[src/rtl/ysyx_24100027_branch_unit.sv]
// Branch resolution plus bimodal BHT predictor with registered mispredict pulse.
// Optional statistics counters enabled by `define YSYX_24100027_BRANCH_STATS_EN.
module ysyx_24100027_branch_unit #(
    parameter int IDX_W = 6,
    parameter int PC_W  = 32,
    parameter int CNT_W = 32
) (
    input  logic             clk,
    input  logic             rst_n,
    input  logic             pred_req,
    input  logic [PC_W-1:0]  pred_pc,
    output logic             pred_rsp,
    output logic             pred_taken,
    input  logic             res_valid,
    input  logic [PC_W-1:0]  res_pc,
    input  logic [2:0]       branch,
    input  logic             less,
    input  logic             zero,
    input  logic             res_pred_taken,
    output logic             PCActr,
    output logic             PCBctr,
    output logic             mispredict,
    output logic [CNT_W-1:0] br_cnt,
    output logic [CNT_W-1:0] miss_cnt
);

    localparam int unsigned DEPTH = 1 << IDX_W;

    logic [1:0]       r_bht [DEPTH];
    logic             r_pred_rsp;
    logic             r_pred_taken;
    logic             r_mispredict;
    logic [IDX_W-1:0] w_pred_idx;
    logic [IDX_W-1:0] w_res_idx;
    logic             w_cond;
    logic             w_miss;
    logic [1:0]       w_cur;
    logic [1:0]       w_nxt;
    logic             w_unused_bits;

    always_comb begin
        PCActr = 1'b0;
        PCBctr = 1'b0;
        unique case (branch)
            3'b001:  PCActr = 1'b1;
            3'b010: begin
                PCActr = 1'b1;
                PCBctr = 1'b1;
            end
            3'b100:  PCActr = zero;
            3'b101:  PCActr = ~zero;
            3'b110:  PCActr = less;
            3'b111:  PCActr = ~less;
            default: ;
        endcase
    end

    assign w_pred_idx = pred_pc[IDX_W+1:2];
    assign w_res_idx  = res_pc[IDX_W+1:2];
    assign w_cond     = res_valid & branch[2];
    assign w_miss     = w_cond & (PCActr != res_pred_taken);
    assign w_cur      = r_bht[w_res_idx];

    always_comb begin
        w_nxt = w_cur;
        if (PCActr && w_cur != 2'b11)
            w_nxt = w_cur + 2'b01;
        else if (!PCActr && w_cur != 2'b00)
            w_nxt = w_cur - 2'b01;
    end

    // The prediction read samples the table before this edge's training write lands.
    always_ff @(posedge clk or negedge rst_n) begin
        if (!rst_n) begin
            for (int unsigned i = 0; i < DEPTH; i++)
                r_bht[i] <= 2'b01;
            r_pred_rsp   <= 1'b0;
            r_pred_taken <= 1'b0;
            r_mispredict <= 1'b0;
        end else begin
            r_pred_rsp   <= pred_req;
            r_mispredict <= w_miss;
            if (pred_req)
                r_pred_taken <= r_bht[w_pred_idx][1];
            if (w_cond)
                r_bht[w_res_idx] <= w_nxt;
        end
    end

    assign pred_rsp   = r_pred_rsp;
    assign pred_taken = r_pred_taken;
    assign mispredict = r_mispredict;

`ifdef YSYX_24100027_BRANCH_STATS_EN
    logic [CNT_W-1:0] r_br_cnt;
    logic [CNT_W-1:0] r_miss_cnt;

    always_ff @(posedge clk or negedge rst_n) begin
        if (!rst_n) begin
            r_br_cnt   <= '0;
            r_miss_cnt <= '0;
        end else begin
            if (w_cond)
                r_br_cnt <= r_br_cnt + 1'b1;
            if (w_miss)
                r_miss_cnt <= r_miss_cnt + 1'b1;
        end
    end

    assign br_cnt   = r_br_cnt;
    assign miss_cnt = r_miss_cnt;
`else
    assign br_cnt   = '0;
    assign miss_cnt = '0;
`endif

    assign w_unused_bits = ^{pred_pc[PC_W-1:IDX_W+2], pred_pc[1:0],
                             res_pc[PC_W-1:IDX_W+2], res_pc[1:0]};

endmodule
[config.mk]
export PLATFORM = sky130hd
export DESIGN_NAME = ysyx_24100027_branch_unit
export DESIGN_NICKNAME = d
export VERILOG_FILES = /design/src/rtl/ysyx_24100027_branch_unit.sv
export SDC_FILE = /design/constraint.sdc
export NUM_CORES = 1
export LEC_CHECK = 0
export ABC_AREA = 1
export CAP_MARGIN = 20
export CORE_MARGIN = 1
export CORE_UTILIZATION = 40
export DETAILED_ROUTE_END_ITERATION = 10
export PLACE_DENSITY = 0.69
export RECOVER_POWER = 25
export SETUP_SLACK_MARGIN = 0.2
export SLEW_MARGIN = 10
export SYNTH_ARGS = -nofsm -noshare
export SYNTH_HDL_FRONTEND = slang
export SYNTH_SLANG_ARGS = --single-unit
[constraint.sdc]
create_clock -name clk -period 2.8 [get_ports clk]
set_clock_uncertainty 0.05 [all_clocks]
set_input_delay 0.28 -clock clk [delete_from_list [all_inputs] [get_ports clk]]
set_output_delay 0.28 -clock clk [all_outputs]
set_load 0.03 [all_outputs]
# Yosys cells after proc, flatten, opt, wreduce, memory -nomap -nowiden

Index checks and enable logic that the tools add are counted.
W data, S select, Z words.

Input bits: 74
Output and inout bits: 69
Register bits: 131

Bitwise gates (word level): 6
Equality and inequality tests: 8
Magnitude comparators: 3
Add/sub/neg operators: 2
Muxes and demuxes: 13
Reductions and logical operators: 6

Operators by type and width:

| operator              | count |
|---|---|
| $bwmux W128           | 1 |
| $bmux W2 S6           | 2 |
| $ge A7 B7 Y1 const B  | 2 |
| $mux W2               | 7 |
| $not A6 Y7            | 2 |
| $demux W2 S6          | 1 |
| $eq A3 B3 Y1 const B  | 4 |
| $lt A7 B1 Y1 const B  | 1 |
| $pmux W1 S5           | 1 |
| $eq A3 B1 Y1 const B  | 1 |
| $eq A3 B2 Y1 const B  | 1 |
| $logic_and A1 B1 Y1   | 3 |
| $add A2 B1 Y2 const B | 1 |
| $and A1 B1 Y1         | 2 |
| $ne A2 B2 Y1 const B  | 1 |
| $not A1 Y1            | 2 |
| $reduce_bool A2 Y1    | 1 |
| $reduce_or A2 Y1      | 1 |
| $sub A2 B1 Y2 const B | 1 |
| $logic_not A1 Y1      | 1 |
| $mux W1               | 1 |
| $ne A1 B1 Y1          | 1 |

# Logic depth before layout (Yosys ltp)

Depth in word-level cells: 9
Mapped depth: 21
Mapped depth without buffers: 19

# Worst setup path after synthesis

Ideal clock, no wire load.

Path kind: in2reg
Start: input res_pc[4]
End: register r_bht[76] in the netlist's numbering
Arrival: 2.402 ns
Slack: 0.287 ns
Setup time: 0.060 ns
Buffers on the path: 4
Cell stages on the path: 20
Data required time: 2.690 ns
Path through: buf_6 > inv_4 > nor2_2 > buf_6 > nand3_1 > and2_1 > nand3_1 > nand2_1 > nand2_1 > nor2_4 > nand2_4 > inv_1 > ha_1 > nand3b_1 > nand2_1 > nand3b_4 > buf_8 > buf_6 > nand3_2 > nand2_1

Longest elaborated chain between the ends: 9
Elaborated cells on any way between the ends: 18
Those cells by class: 2 x add/sub; 2 x order compare; 1 x eq/ne; 8 x mux; 1 x bitwise; 4 x reduce/logical

RTL lines:

| item                                                  | line   | RTL |
|---|---|---|
| from (decl)                                           | 15     | `input logic [PC_W-1:0] res_pc,` |
| $not A6 Y7 (implied by the code) *                    | 62, 86 |  |
| branches (longest 7 deep; another with $sub A2 B1 Y2) | n/a    |  |
| $bwmux W128 *                                         | 86     | `r_bht[w_res_idx] <= w_nxt;` |
| to (signal, indexed assignment)                       | 86     |  |
| to (decl)                                             | 29     | `logic [1:0] r_bht [DEPTH];` |

Mark *: on every way between the ends. The select of a mux whose other input is x is not followed.
A chain may end at the register's enable or synchronous reset.

# Worst setup path after layout

Start: register r_bht[106] in the netlist's numbering
End: register r_bht[16] in the netlist's numbering

Longest elaborated chain between the ends: 8
Elaborated cells on any way between the ends: 12
Those cells by class: 2 x add/sub; 1 x eq/ne; 6 x mux; 3 x reduce/logical

RTL lines:

| item                                                  | line | RTL |
|---|---|---|
| $bmux W2 S6 *                                         | 62   | `assign w_cur = r_bht[w_res_idx];` |
| $mux W2 (implied by the code) * (2 in series)         | 62   |  |
| branches (longest 3 deep; another with $sub A2 B1 Y2) | n/a  |  |
| $mux W2 *                                             | 66   | `if (PCActr && w_cur != 2'b11)` |
| $bwmux W128 *                                         | 86   |  |

Marked as above.

==> out/results.txt <==
post-synthesis mux area share - 0%
power density over cell area - 573 mW/mm²
Clock Latency Late Sink - 0.44 ns
worst slew pin tran - 1.18 ns
WL final - 28.7 mm
DP Area - 0.00966 mm²
failing checks - design-rule violations
H-tree depth - 4
top cell type's share of synthesized area - 20.7%
Ports - 143
initial antenna violation count - 0
Final Max Tran Viols - 0
Chip Height - 152 µm
Placed Instances - 1619
clk root buf - clkbuf_16
fin crit period - 2.54 ns
fin crit share - 90.9%
Final ANT Viol Nets - 0
dominant cells by area after synthesis - nand2_1 (21%), dfstp_2 (19%), dfrtp_1 (19%), nand3_1 (8.0%), nand3_2 (6.6%)
area delta synth->final - 18.6%
Final GP Congestion - 0.978
post-synthesis compound-gate area fraction - 4.37%
antenna diode count - 0
mapped cell area - 0.00904 mm²
TritonCTS clock tree - done
Port Buffers - 26
max cap viols - 0
grt ovf - 0
Max FO, Critical Path - 7
non-filler instance count after layout - 1664
unrepaired setup endpoints after global routing - yes
cell count after synthesis - 1315
Hold Violations, Final - 0
Global Route met3 Usage - 4.24%
final setup fails - 0
Worst Hold Class - in2reg
Total Nets Final - 1447
largest net degree at the start of global routing - 62
CTS buffer count - 17
CP Class - reg2reg
syn avg cell area - 6.87 µm²
FMAX - 393 MHz
share of cells above drive strength 1 - 22.0%
Unique masters post-synth - 33
first-pass GRT wire length - 45.1 mm
Synth Area in Simple Gates - 41.8%
CTS sink cnt - 131
Pleak - 5.15 nW
grt met1 use - 33.9%
TritonRoute pass-1 iters - 9
Top Usage Layer GRT - met2
First DRT Iteration DRCs - 994
largest family of logic cells by synthesized area - simple AND/OR/NAND/NOR gates
Max IR drop VDD - 375 µV
yosys warns - 0
Crit. End Element - flop
Tot GR Track Use - 25.1%
Synth area leader - nand2_1
WP data required - 3.13 ns
clock-pin slew on the worst setup and hold paths - 0.06 ns
die area - 0.0232 mm²
DR vias/cell - 5.26
Synth Register Bits - 131
Initial Utilization - 41.2%
critical path arrival - 2.87 ns
Synth Area in XOR/XNOR - 0%
Adder-Cell Fraction of Synth Area - 0.277%
core area - 0.0220 mm²
Wirelength per Cell - 17.2 µm
Die Wd - 152 µm
Row Count - 54
sequential element share of the synthesized area - 37.2%
DRC - 12
relative slew slack - 21.5%
Final HPWL DP - 19.4 mm
Setup crit start kind - flop
maximum root-to-sink buffer count - 2
post-route cell area - 0.0107 mm²
vias post-DR - 8754
number of global-route vias before repair - 8256
met2 Use GR - 39.0%
status - finished, violations left
## registers in the layout (all words and copies together), names as in the netlist
name        count
mispredict      1
pred_taken      1
r_bht         128
pred_rsp        1
## cell type report
type / instances / area, µm²
tap: 280 / 350
fill: 2122 / 11200
inverter: 164 / 626
clock buffer: 18 / 439
multi-input combinational: 960 / 4620
sequential: 131 / 3360
timing repair buffer: 97 / 1130
clock inverter: 14 / 203
## metrics by stage
| stage | TNS [ns] | worst slack [ns] | hold WS (ns) | utilization, % | total power, mW |
|---|---|---|---|---|---|
| floorplan | 0 | 0.287 | -0.0656 | - | 3.13 |
| global placement | -46.76 | -0.402 | 0.192 | 44.0 | 3.50 |
| detailed placement | -49.27 | -0.423 | 0.194 | 44.0 | 3.52 |
| finish | 0 | 0.255 | 0.385 | 48.8 | 6.14 |
| global route | 0 | 0.125 | 0.423 | 48.8 | 6.37 |
| CTS | 0 | 0.206 | 0.298 | 47.7 | 6.06 |
## cell usage after synthesis
cell type  instances
buf_2             22
dfrtp_1           67
and2_1             2
buf_1              7
nand3b_4           1
o21bai_1           1
a21oi_1           28
nor3_1            35
nand3_1          144
or2_2              4
inv_2              3
inv_1            158
nand2_1          498
nor2_2             2
buf_6             15
nand2_8            1
nor2_4             3
nor2_1            62
nand2_2            3
o211ai_1           7
o21ai_1            7
nand2_4            2
buf_4             65
buf_8              1
o21ai_0           32
inv_4              2
dfstp_2           64
clkinv_1           1
ha_1               2
clkbuf_1          13
nand3_2           60
nand3b_1           2
conb_1             1
## cell families (layout without fill, tap and decap cells)
group / Yosys count / count (layout)
flip-flops: 131 / 131
other: 1 / 64
adder cells (fa/ha/maj): 2 / 2
AND/OR/NAND/NOR: 819 / 819
buffers and inverters: 287 / 293
AO/OA/AOI/OAI: 75 / 75
## metal layers
layer  vias up  wire length (µm)
met1      4142             12300
li1       4080                 -
met5         -                 0
met4         0               991
met2       466             13000
met3        66              2350
## where the power goes
part           internal (mW)  switching, mW  total, mW
sequential              2.14          0.125       2.27
combinational          0.489          0.920       1.41
clock                   1.52          0.940       2.46
total                   4.16           1.98       6.14
## path summary, 6_finish.rpt
path                           startpoint  slack, ns  cells past startpoint         end
max in group asynchronous           rst_n       0.58                      3   r_bht[99]
max                            r_bht[106]       0.26                     19   r_bht[16]
min in group asynchronous           rst_n       0.57                      2   r_bht[95]
min                        res_pred_taken       0.38                      2  mispredict
max reg2reg                    r_bht[106]       0.26                     19   r_bht[16]
min reg2reg                     r_bht[60]       0.41                      2   r_bht[60]
## what timing repair did
item	in CTS	in global routing
pin swaps	1	27
endpoints found under the hold margin	20	0
endpoints found under the setup margin	128	129
buffers inserted	2	5
hold buffers	1	0
gates resized for setup	17	61
gates cloned	3	2
## worst max-delay path, stage by stage (launching register included)
cell and delay, ns:
dfstp_2 0.54, nand2_1 0.06, nand2_1 0.09, nand2_1 0.08
nand2_1 0.07, nand2_1 0.05, nand2_1 0.06, nand2_1 0.07
nand2_2 0.09, nor2_4 0.05, nand2_4 0.08, inv_2 0.05
ha_4 0.14, nand3b_1 0.20, nand2_2 0.13, nand3b_4 0.17
buf_12 0.16, clkbuf_16 0.18, nand3_2 0.08, nand2_1 0.08
## placed cells by master (no fill, tap or decap), types with 19 or more instances in the layout
master / instances
o21ai_0: 29
clkbuf_16: 19
dfrtp_1: 67
nor3_1: 29
conb_1: 64
dfstp_2: 64
buf_4: 44
a21oi_1: 28
nand3_2: 64
nand2_2: 35
nor2_1: 58
inv_1: 154
nand2_1: 466
nand3_1: 139
No activity file was read; power rests on OpenSTA's default activity.
